$ cat src/rtl/usr_cmd_sched_if.sv
// Command/response bundle between two requesters, the scheduler and the shared USR.
// slave is the scheduler's view; master is the environment (requesters, USR, response sink).
interface usr_cmd_sched_if #(
   parameter int WIDTH = 4,
   parameter int AMT_W = 3
);
   logic             a_valid;
   logic             a_ready;
   logic [1:0]       a_op;
   logic [AMT_W-1:0] a_amt;
   logic [WIDTH-1:0] a_data;

   logic             b_valid;
   logic             b_ready;
   logic [1:0]       b_op;
   logic [AMT_W-1:0] b_amt;
   logic [WIDTH-1:0] b_data;

   logic [1:0]       usr_mode;
   logic [WIDTH-1:0] usr_din;
   logic [WIDTH-1:0] usr_q;

   logic             rsp_valid;
   logic             rsp_id;
   logic [WIDTH-1:0] rsp_data;
   logic             busy;

   modport slave (
      input  a_valid, a_op, a_amt, a_data,
      input  b_valid, b_op, b_amt, b_data,
      input  usr_q,
      output a_ready, b_ready,
      output usr_mode, usr_din,
      output rsp_valid, rsp_id, rsp_data, busy
   );

   modport master (
      output a_valid, a_op, a_amt, a_data,
      output b_valid, b_op, b_amt, b_data,
      output usr_q,
      input  a_ready, b_ready,
      input  usr_mode, usr_din,
      input  rsp_valid, rsp_id, rsp_data, busy
   );
endinterface

$ cat src/rtl/usr_cmd_sched.sv
// Round-robin scheduler granting one of two requesters exclusive use of a 4-bit universal
// shift register; drives its mode/data lines and returns the final contents to the winner.
module usr_cmd_sched #(
   parameter int WIDTH = 4,
   parameter int AMT_W = 3
) (
   input  logic           clk,
   input  logic           rst,
   usr_cmd_sched_if.slave bus
);

   typedef enum logic [1:0] {
      IDLE  = 2'd0,
      SHIFT = 2'd1,
      LOAD  = 2'd2,
      DONE  = 2'd3
   } state_t;

   localparam logic [1:0]       OP_HOLD = 2'b00;
   localparam logic [1:0]       OP_LOAD = 2'b11;
   localparam logic [AMT_W-1:0] AMT_MAX = AMT_W'(WIDTH);
   localparam logic [AMT_W-1:0] AMT_ONE = AMT_W'(1);

   state_t           state_q, state_d;
   logic             last_b_q, last_b_d;
   logic [1:0]       op_q, op_d;
   logic [AMT_W-1:0] cnt_q, cnt_d;
   logic [WIDTH-1:0] data_q, data_d;
   logic             id_q, id_d;

   logic [1:0]       usr_mode_q, usr_mode_d;
   logic [WIDTH-1:0] usr_din_q, usr_din_d;
   logic             rsp_valid_q, rsp_valid_d;
   logic             rsp_id_q, rsp_id_d;
   logic [WIDTH-1:0] rsp_data_q, rsp_data_d;
   logic             busy_q, busy_d;

   logic             grant_a, grant_b, accept;
   logic [1:0]       win_op;
   logic [AMT_W-1:0] raw_amt, win_amt;
   logic [WIDTH-1:0] win_data;

   // last_b_q records the previous winner; resetting it to B makes A win the first tie.
   always_comb begin
      grant_a = 1'b0;
      grant_b = 1'b0;
      if (!rst && state_q == IDLE) begin
         if (bus.a_valid && (!bus.b_valid || last_b_q)) begin
            grant_a = 1'b1;
         end else if (bus.b_valid) begin
            grant_b = 1'b1;
         end
      end
   end

   assign accept   = grant_a | grant_b;
   assign win_op   = grant_b ? bus.b_op   : bus.a_op;
   assign raw_amt  = grant_b ? bus.b_amt  : bus.a_amt;
   assign win_data = grant_b ? bus.b_data : bus.a_data;
   assign win_amt  = (raw_amt > AMT_MAX) ? AMT_MAX : raw_amt;

   // State register and latched command.
   always_ff @(posedge clk or posedge rst) begin
      if (rst) begin
         state_q  <= IDLE;
         last_b_q <= 1'b1;
         op_q     <= OP_HOLD;
         cnt_q    <= '0;
         data_q   <= '0;
         id_q     <= 1'b0;
      end else begin
         state_q  <= state_d;
         last_b_q <= last_b_d;
         op_q     <= op_d;
         cnt_q    <= cnt_d;
         data_q   <= data_d;
         id_q     <= id_d;
      end
   end

   // Next-state logic.
   always_comb begin
      state_d = state_q;
      case (state_q)
         IDLE: begin
            if (accept) begin
               if (win_op == OP_LOAD) begin
                  state_d = LOAD;
               end else if (win_op != OP_HOLD && win_amt != '0) begin
                  state_d = SHIFT;
               end else begin
                  state_d = DONE;
               end
            end
         end
         SHIFT: begin
            if (cnt_q <= AMT_ONE) begin
               state_d = DONE;
            end
         end
         LOAD:    state_d = DONE;
         DONE:    state_d = IDLE;
         default: state_d = IDLE;
      endcase
   end

   always_comb begin
      last_b_d = last_b_q;
      op_d     = op_q;
      cnt_d    = cnt_q;
      data_d   = data_q;
      id_d     = id_q;
      if (accept) begin
         last_b_d = grant_b;
         op_d     = win_op;
         cnt_d    = win_amt;
         data_d   = win_data;
         id_d     = grant_b;
      end else if (state_q == SHIFT) begin
         cnt_d = cnt_q - AMT_ONE;
      end
   end

   // Outputs are registered from the upcoming state, so they line up with the state itself.
   always_comb begin
      usr_mode_d  = OP_HOLD;
      usr_din_d   = '0;
      rsp_valid_d = 1'b0;
      rsp_id_d    = rsp_id_q;
      rsp_data_d  = rsp_data_q;
      busy_d      = (state_d != IDLE);
      case (state_d)
         SHIFT: usr_mode_d = op_d;
         LOAD: begin
            usr_mode_d = OP_LOAD;
            usr_din_d  = data_d;
         end
         default: usr_mode_d = OP_HOLD;
      endcase
      // usr_q already holds the last update by the end of DONE.
      if (state_q == DONE) begin
         rsp_valid_d = 1'b1;
         rsp_id_d    = id_q;
         rsp_data_d  = bus.usr_q;
      end
   end

   always_ff @(posedge clk or posedge rst) begin
      if (rst) begin
         usr_mode_q  <= OP_HOLD;
         usr_din_q   <= '0;
         rsp_valid_q <= 1'b0;
         rsp_id_q    <= 1'b0;
         rsp_data_q  <= '0;
         busy_q      <= 1'b0;
      end else begin
         usr_mode_q  <= usr_mode_d;
         usr_din_q   <= usr_din_d;
         rsp_valid_q <= rsp_valid_d;
         rsp_id_q    <= rsp_id_d;
         rsp_data_q  <= rsp_data_d;
         busy_q      <= busy_d;
      end
   end

   assign bus.a_ready   = grant_a;
   assign bus.b_ready   = grant_b;
   assign bus.usr_mode  = usr_mode_q;
   assign bus.usr_din   = usr_din_q;
   assign bus.rsp_valid = rsp_valid_q;
   assign bus.rsp_id    = rsp_id_q;
   assign bus.rsp_data  = rsp_data_q;
   assign bus.busy      = busy_q;

endmodule
$ cat src/flat_wrapper.sv
// flat-port wrapper written by rule: the top's interface ports become plain ports
module usr_cmd_sched_flat 
#(
   parameter int WIDTH = 4,
   parameter int AMT_W = 3
)
  (clk, rst, bus_a_valid, bus_a_op, bus_a_amt, bus_a_data, bus_b_valid, bus_b_op, bus_b_amt, bus_b_data, bus_usr_q, bus_a_ready, bus_b_ready, bus_usr_mode, bus_usr_din, bus_rsp_valid, bus_rsp_id, bus_rsp_data, bus_busy);
  usr_cmd_sched_if #(.WIDTH(WIDTH), .AMT_W(AMT_W)) bus_i ();
  input  logic clk;
  input  logic rst;
  input wire logic [$bits(bus_i.a_valid)-1:0] bus_a_valid;
  input wire logic [$bits(bus_i.a_op)-1:0] bus_a_op;
  input wire logic [$bits(bus_i.a_amt)-1:0] bus_a_amt;
  input wire logic [$bits(bus_i.a_data)-1:0] bus_a_data;
  input wire logic [$bits(bus_i.b_valid)-1:0] bus_b_valid;
  input wire logic [$bits(bus_i.b_op)-1:0] bus_b_op;
  input wire logic [$bits(bus_i.b_amt)-1:0] bus_b_amt;
  input wire logic [$bits(bus_i.b_data)-1:0] bus_b_data;
  input wire logic [$bits(bus_i.usr_q)-1:0] bus_usr_q;
  output wire logic [$bits(bus_i.a_ready)-1:0] bus_a_ready;
  output wire logic [$bits(bus_i.b_ready)-1:0] bus_b_ready;
  output wire logic [$bits(bus_i.usr_mode)-1:0] bus_usr_mode;
  output wire logic [$bits(bus_i.usr_din)-1:0] bus_usr_din;
  output wire logic [$bits(bus_i.rsp_valid)-1:0] bus_rsp_valid;
  output wire logic [$bits(bus_i.rsp_id)-1:0] bus_rsp_id;
  output wire logic [$bits(bus_i.rsp_data)-1:0] bus_rsp_data;
  output wire logic [$bits(bus_i.busy)-1:0] bus_busy;
  assign bus_i.a_valid = bus_a_valid;
  assign bus_i.a_op = bus_a_op;
  assign bus_i.a_amt = bus_a_amt;
  assign bus_i.a_data = bus_a_data;
  assign bus_i.b_valid = bus_b_valid;
  assign bus_i.b_op = bus_b_op;
  assign bus_i.b_amt = bus_b_amt;
  assign bus_i.b_data = bus_b_data;
  assign bus_i.usr_q = bus_usr_q;
  assign bus_a_ready = bus_i.a_ready;
  assign bus_b_ready = bus_i.b_ready;
  assign bus_usr_mode = bus_i.usr_mode;
  assign bus_usr_din = bus_i.usr_din;
  assign bus_rsp_valid = bus_i.rsp_valid;
  assign bus_rsp_id = bus_i.rsp_id;
  assign bus_rsp_data = bus_i.rsp_data;
  assign bus_busy = bus_i.busy;
  usr_cmd_sched #(.WIDTH(WIDTH), .AMT_W(AMT_W)) u_core (.clk(clk), .rst(rst), .bus(bus_i));
endmodule
$ cat config.mk
export PLATFORM = sky130hd
export DESIGN_NAME = usr_cmd_sched_flat
export DESIGN_NICKNAME = d
export VERILOG_FILES = /design/src/rtl/usr_cmd_sched_if.sv /design/src/rtl/usr_cmd_sched.sv /design/src/flat_wrapper.sv
export SDC_FILE = /design/constraint.sdc
export NUM_CORES = 1
export LEC_CHECK = 0
export CORE_MARGIN = 5
export CORE_UTILIZATION = 50
export CTS_CLUSTER_SIZE = 28
export DETAILED_ROUTE_END_ITERATION = 12
export PLACE_DENSITY = 0.82
export RECOVER_POWER = 50
export SLEW_MARGIN = 15
export SYNTH_ARGS = -nofsm -noshare
export SYNTH_HDL_FRONTEND = slang
export SYNTH_SLANG_ARGS = --single-unit
$ cat constraint.sdc
create_clock -name clk -period 5.7 [get_ports clk]
set_clock_uncertainty 0.1 [all_clocks]
set_input_delay 1.14 -clock clk [delete_from_list [all_inputs] [get_ports clk]]
set_output_delay 1.14 -clock clk [all_outputs]
set_load 0.05 [all_outputs]
Word level (Yosys, flattened, before mapping)
Cells that the tools add are included.
- reductions and logical operators: 11
- bitwise logic cells: 1
- $add $sub $neg: 1
- order comparisons: 2
- mux-type cells: 21
- equal/unequal tests: 6
- operator list (kind ; number):
    two-way mux 2 bit ; 6
    two-way mux 3 bit ; 4
    two-way mux 4 bit ; 3
    == test 2 bit, second input constant ; 4
    case mux 2 bit (4 select lines) ; 1
    two-way mux 1 bit ; 6
    nonzero test 2 bit ; 3
    == test 2 x 1 -> 1 bit, second input constant ; 2
    case mux 2 bit (2 select lines) ; 1
    > comparator 3 bit, second input constant ; 1
    less-or-equal comparator 3 x 1 -> 1 bit, second input constant ; 1
    logical AND 1 bit ; 3
    nonzero test 3 bit ; 1
    subtractor 3 x 1 -> 3 bit, second input constant ; 1
    logical NOT 1 bit ; 2
    logical NOT 2 bit ; 1
    logical OR 1 bit ; 1
    bitwise OR 1 bit ; 1
- bits in registers: 26
- word-level logic and storage cells: 54
- input port bits: 26

Depth between registers and ports, before layout
Gate-level depths: netlist (run 1).
- word-level depth: 16
- mapped depth: 10

Least setup slack after synthesis (run 1)
Ideal clock, no wire load.
- path type: in2out
- start: in rst
- end: out bus_a_ready
- setup slack: 2.594 ns
- data required time: 4.460 ns
- data arrival time: 1.866 ns
- path buffers: 0
- cell stages on the path: 2
- cell sequence: nand3b_1 > a21oi_2
- cells in the longest elaborated chain, start to end: 3
- ends and longest elaborated chain (what ; RTL line ; text):
    start: declaration ; flat_wrapper.sv:10 ; input logic rst;
    logical NOT 1 bit (no line) ; -- ;
    logical AND 1 bit ; usr_cmd_sched.sv:47 ; if (!rst && state_q == IDLE) begin
    two-way mux 1 bit ; usr_cmd_sched.sv:47 ;
    end: declaration ; flat_wrapper.sv:20 ; output wire logic [$bits(bus_i.a_ready)-1:0] bus_a_ready;
No other way between the ends.

Worst setup path after layout (run 1)
- start: in bus_a_valid
- end: out bus_a_ready
- cells in the longest elaborated chain, start to end: 3
- ends and longest elaborated chain (what ; RTL line ; text):
    start: declaration ; flat_wrapper.sv:11 ; input wire logic [$bits(bus_i.a_valid)-1:0] bus_a_valid;
    logical AND 1 bit ; usr_cmd_sched.sv:48 ; if (bus.a_valid && (!bus.b_valid || last_b_q)) begin
    two-way mux 1 bit ; usr_cmd_sched.sv:48 ;
    two-way mux 1 bit ; usr_cmd_sched.sv:47 ;
No other way between the ends.

==> results.py, run 1 <==
metrics = {
    "detailed_routing": {
        "first_pass_iters": 4,
        "antenna_left": 0,
        "drt_wl_total_um": 2939,
        "drt_iter0_markers": 28,
        "route.detailed.drc": 0,
        "routedWlPerCell_um": 15.07,
        "viasPerCell": 5.579,
        "via_count": 1088,
    },
    "synthesis": {
        "synth.ff_latch_count": 26,
        "syn_avg_cell_area_sq_um": 11.19,
        "synth_xor_area_share_pct": 1.283,
        "synth_top_flop_cell": "dfrtp_1",
        "synth_mux_area_share_pct": 4.125,
        "synth_top_family_by_area": "compound AO/OA/AOI/OAI gates",
        "synthArstFlopShare_pct": 100.0,
        "synth.top_cell.area_share_pct": 45.83,
        "synth_fa_ha_area_share_pct": 8.249,
        "synth.area.top_cells": "dfrtp_1 (46%), ha_1 (8.2%), mux2_2 (4.1%)",
        "yosys.cell_types.count": 38,
        "yosys.area_share.simple_pct": 15.86,
        "synth-edff-count": 0,
        "synth-compound-area-share_pct": 18.70,
        "netlist_area_sq_um": 1365,
        "yosysSeqAreaShare_pct": 47.75,
        "yosys_warnings": 0,
        "postSynthCellCount": 122,
        "yosysTopAreaCell": "dfrtp_1",
        "synth_nets": 157,
    },
    "floorplan": {
        "die_y_um": 62.25,
        "start_util_pct": 50.82,
        "dieArea_sq_um": 3875,
        "fp-row-count": 19,
        "coreArea_sq_um": 2686,
        "die_w_um": 62.25,
        "ios": 41,
    },
    "setup_path": {
        "start_kind": "primary input",
        "required_ns": 4.46,
        "worstPathMaxFanout": 6,
        "endpoint_kind": "primary output",
        "worstSetupPathType": "in2out",
        "worstPathArrival_ns": 3.25,
    },
    "finish": {
        "final_common_cell": "clkdlybuf4s50_1",
        "fin_cells": 195,
        "multi_input_area_sq_um": 654.4,
        "final_area_sq_um": 1818,
        "regArea_sq_um": 651.9,
        "antenna_cells": 0,
        "layout_common_cells": "clkdlybuf4s50_1 (34), dfrtp_1 (25), nor2_1 (9), ha_1 (9)",
        "syn2layout_area_growth_pct": 33.18,
        "drive_above_1_share_pct": 12.80,
        "nNetsFinal": 200,
        "n_fill_cell": 232,
    },
    "timing": {
        "maxSlewViolCount": 0,
        "slew_headroom_pct": 36.42,
        "rsz0062_at_grt": "no",
        "tightest_slew_ns": 0.9526,
        "finalHoldViolCount": 0,
        "fmaxAchievable_ghz": 0.2226,
        "setup_viol": 0,
        "tns_ns": 0,
        "fin_crit_ns": 4.493,
        "fin_crit_sh_pct": 78.82,
    },
    "clock_network": {
        "ctsHoldBuffers": 0,
        "cts_max_level": 1,
        "cts_max_path_buffers": 2,
        "cts_tree": "done",
        "ctsRootBufferMaster": "clkbuf_4",
        "post_cts_resized": 0,
        "clkLatencyLatePin_ns": 0.32,
        "clock_sinks": 26,
        "cts_setup_buffers": 0,
        "clk_pin_slew_worst_paths_ns": 0.13,
        "cts_buffers": 3,
    },
    "pwr": {
        "p_leak_nw": 0.7992,
        "ir_drop_mv": 0.4308,
        "power_density_nw_per_um2": 553.9,
        "power_mw": 1.007,
    },
    "outcome": {
        "run_status": "finished clean",
    },
    "global_route": {
        "grt_antenna_before_repair": 0,
        "grt_start_max_net_pins": 27,
        "grt_pass1_wl_um": 5154,
        "grt_pass1_vias": 1151,
        "gr-total-overflow": 0,
        "grt_use_total_pct": 16.00,
    },
    "placement": {
        "placed_area_sq_um": 1785,
        "dp_cells": 191,
        "hpwlAfterDp_um": 2343,
        "io_buffer_count": 40,
        "place_congestion": 0.8796,
    },
    "hold_path": {
        "hp-class": "reg2reg",
    },
    "flow_run": {
        "drv_cap": 0,
    },
}
==> sequential cells by signal, indices dropped and copies added (netlist names) <==
register	flops
u_core.state_q	2
u_core.op_q	2
u_core.bus.usr_din	4
u_core.bus.rsp_id	1
u_core.id_q	1
u_core.data_q	4
u_core.cnt_q	3
u_core.bus.usr_mode	2
u_core.last_b_q	1
u_core.bus.rsp_valid	1
u_core.bus.rsp_data	4
u_core.bus.busy	1
==> synth_stat cells, types with 3 or more instances <==
master	number
o31ai_1	3
nor2_1	9
and3_1	4
ha_1	9
and2_1	4
a211oi_1	3
a31oi_1	3
nand2_1	8
o21ai_0	5
dfrtp_1	25
mux2_2	5
nand3b_1	3
a221o_1	5
inv_1	8
==> report_power, final <==
group	switching [mW]	total, mW	internal (mW)
clock	0.0534	0.0925	0.0391
combinational	0.356	0.594	0.237
sequential	0.0446	0.321	0.276
total	0.454	1.01	0.553
==> kinds of logic (layout without fill, tap and decap cells) <==
family	Yosys count	in the layout
AND/OR/NAND/NOR	38	38
AO/OA/AOI/OAI	31	31
flip-flops	26	26
buffers and inverters	11	53
adder cells (fa/ha/maj)	9	9
multiplexers	5	5
XOR/XNOR	2	2
==> final timing paths <==
kind                       cells after the start  slack, ns              start                endpoint
max                                            4       1.21        bus_a_valid             bus_a_ready
min                                            2       0.41     u_core.op_q[0]          u_core.op_q[0]
max reg2reg                                   10       2.98  u_core.state_q[1]  u_core.bus.usr_mode[1]
min reg2reg                                    2       0.41     u_core.op_q[0]          u_core.op_q[0]
max in group asynchronous                      2       3.49                rst  u_core.bus.usr_mode[0]
min in group asynchronous                      2       1.44                rst        u_core.data_q[3]
==> stage by stage <==
stage / worst slack [ns] / util (%) / hold slack, ns
4_1_cts: 1.417 / 67.82 / 0.4157
3_5_place_dp: 1.426 / 66.46 / 0.3782
3_3_place_gp: 1.480 / 66.46 / 0.3681
5_1_grt: 1.054 / 67.68 / 0.4350
2_1_floorplan: 2.594 / - / 0.3530
6_report: 1.207 / 67.68 / 0.4147
==> area by class of cell <==
type	count	share of cell area [%]
Clock buffer	4	1.996
Inverter	9	1.996
Multi-Input combinational cell	85	35.99
Sequential cell	26	35.86
Tap cell	31	2.134
Timing Repair Buffer	40	22.02
==> layer usage <==
metal / vias to the layer above / track usage, % / wire length [um]
li1: 521 / - / -
met1: 516 / 19.14 / 1292
met2: 42 / 28.11 / 1411
met3: 9 / 2.342 / 163
met4: 0 / 7.162 / 71
met5: - / 0 / 0
==> worst max-delay path, stage by stage <==
cell             delay (ns)
dlygate4sd3_1          0.67
nand3b_1               0.15
a21oi_1                0.40
clkdlybuf4s50_1        0.90
(Power assumes the default switching activity.)
==> run 2, diff against run 1 <==
--- a/config.mk
+++ b/config.mk
@@ -6,10 +6,10 @@
 export NUM_CORES = 1
 export LEC_CHECK = 0
 export CORE_MARGIN = 5
-export CORE_UTILIZATION = 50
+export CORE_UTILIZATION = 46
 export CTS_CLUSTER_SIZE = 28
 export DETAILED_ROUTE_END_ITERATION = 12
-export PLACE_DENSITY = 0.82
+export PLACE_DENSITY = 0.76
 export RECOVER_POWER = 50
 export SLEW_MARGIN = 15
 export SYNTH_ARGS = -nofsm -noshare
==> constraint.sdc (replaced) <==
create_clock -name clk -period 4.7 [get_ports clk]
set_clock_uncertainty 0.1 [all_clocks]
set_input_delay 0.94 -clock clk [delete_from_list [all_inputs] [get_ports clk]]
set_output_delay 0.94 -clock clk [all_outputs]
set_load 0.05 [all_outputs]
==> results.py, run 2 (synthesis results as in run 1) <==
metrics = {
    "clock_network": {
        "cts_max_level": 1,
        "cts_max_path_buffers": 2,
        "clk_pin_slew_worst_paths_ns": 0.14,
        "ctsHoldBuffers": 0,
        "clkLatencyLatePin_ns": 0.31,
        "post_cts_resized": 0,
        "ctsRootBufferMaster": "clkbuf_4",
        "clock_sinks": 26,
        "cts_tree": "done",
        "cts_buffers": 3,
        "cts_setup_buffers": 0,
    },
    "floorplan": {
        "die_w_um": 64.48,
        "dieArea_sq_um": 4157,
        "start_util_pct": 48.66,
        "coreArea_sq_um": 2805,
        "ios": 41,
        "die_y_um": 64.48,
        "fp-row-count": 19,
    },
    "setup_path": {
        "r2r-start": "u_core.state_q[1]",
        "crit_family": "buffers and inverters",
        "rrSetupSlack_ns": 2.01,
        "cp.buffers_inverters": 2,
        "worstSetupPathType": "in2out",
        "start_kind": "primary input",
        "critPathMaxStageDelay_ns": 0.90,
        "worstPathArrival_ns": 3.04,
        "rr_worst_depth": 10,
        "r2r_end": "u_core.bus.usr_mode[0]",
        "worstPathMaxFanout": 6,
        "crit_chain": "dlygate4sd3_1 -> nand3b_1 -> a21oi_1 -> clkdlybuf4s50_1",
        "required_ns": 3.66,
        "critPathSlowestCell": "clkdlybuf4s50_1",
        "endpoint_kind": "primary output",
    },
    "timing": {
        "finalHoldViolCount": 0,
        "fmaxAchievable_ghz": 0.2450,
        "fin_crit_sh_pct": 86.85,
        "setup_viol": 0,
        "tns_ns": 0,
        "maxSlewViolCount": 0,
        "fin_hold_ws_ns": 0.4182,
        "slew_headroom_pct": 35.69,
        "setup_slack_ns": 0.6182,
        "rsz0062_at_grt": "no",
        "fin_crit_ns": 4.082,
        "tightest_slew_ns": 0.9635,
    },
    "finish": {
        "fin_cells": 195,
        "final_common_cell": "clkdlybuf4s50_1",
        "regArea_sq_um": 651.9,
        "utilization_pct": 64.81,
        "syn2layout_area_growth_pct": 33.18,
        "nNetsFinal": 200,
        "multi_input_area_sq_um": 654.4,
        "final_area_sq_um": 1818,
        "layout_common_cells": "clkdlybuf4s50_1 (34), dfrtp_1 (25), nor2_1 (9), ha_1 (9)",
        "antenna_cells": 0,
        "drive_above_1_share_pct": 12.80,
        "n_fill_cell": 249,
    },
    "placement": {
        "io_buffer_count": 40,
        "post-place-ws_ns": 0.8388,
        "dp_cells": 191,
        "hpwlAfterDp_um": 2268,
        "placed_area_sq_um": 1785,
        "place_congestion": 0.8924,
    },
    "flow_run": {
        "drv_cap": 0,
    },
    "detailed_routing": {
        "drt_wl_total_um": 2811,
        "via_count": 1076,
        "routedWlPerCell_um": 14.42,
        "antenna_left": 0,
        "viasPerCell": 5.518,
        "first_pass_iters": 4,
        "route.detailed.drc": 0,
        "drt_iter0_markers": 28,
    },
    "global_route": {
        "grt_pass1_wl_um": 4795,
        "grt_antenna_before_repair": 0,
        "grt_use_total_pct": 14.50,
        "gr-total-overflow": 0,
        "grt_pass1_vias": 1119,
        "grt_start_max_net_pins": 27,
    },
    "pwr": {
        "power_mw": 1.216,
        "ir_drop_mv": 0.3282,
        "power_density_nw_per_um2": 669.1,
        "p_leak_nw": 0.7992,
    },
    "hold_path": {
        "hold_path_depth": 2,
        "holdPathEnd": "u_core.op_q[0]",
        "hold_start": "u_core.op_q[0]",
        "hp-class": "reg2reg",
    },
    "outcome": {
        "run_status": "finished clean",
    },
}
## run 2: area by class of cell
type / instances / area share [%]
tap: 31 / 2.134
multi-input combinational: 85 / 35.99
clock buffer: 4 / 1.996
timing repair buffer: 40 / 22.02
inverter: 9 / 1.996
sequential: 26 / 35.86
## run 2: worst max-delay path by stage
stage	end	cells after the start	from	slack (ns)
6_report	bus_a_ready	4	bus_a_valid	0.62
3_3_place_gp	bus_b_ready	5	bus_b_valid	0.88
2_1_floorplan	bus_a_ready	2	rst	1.99
5_1_grt	bus_a_ready	4	bus_a_valid	0.56
4_1_cts	bus_b_ready	5	bus_b_valid	0.83
3_5_place_dp	bus_b_ready	5	bus_b_valid	0.84
## run 2: report_power, final
| part | switching (mW) | total (mW) | internal [mW] |
|---|---|---|---|
| logic | 0.427 | 0.715 | 0.288 |
| registers | 0.0540 | 0.389 | 0.335 |
| clock network | 0.0644 | 0.112 | 0.0473 |
## run 2: worst register-to-register path: cells and delay by family (launching register included)
family,cells,cell delay (ns)
buffers and inverters,2,0.20
AO/OA/AOI/OAI,3,0.68
AND/OR/NAND/NOR,3,0.53
adder cells (fa/ha/maj),2,0.66
flip-flops,1,0.45
## run 2: per-layer routing
metal	part of all wire (%)	GRT usage, %	wire length (um)	up-vias
li1	-	-	-	525
met1	45	18.14	1251	504
met2	48	23.84	1338	41
met3	5.9	3.109	166	6
met4	2.0	7.124	55	0
met5	0	0	0	-
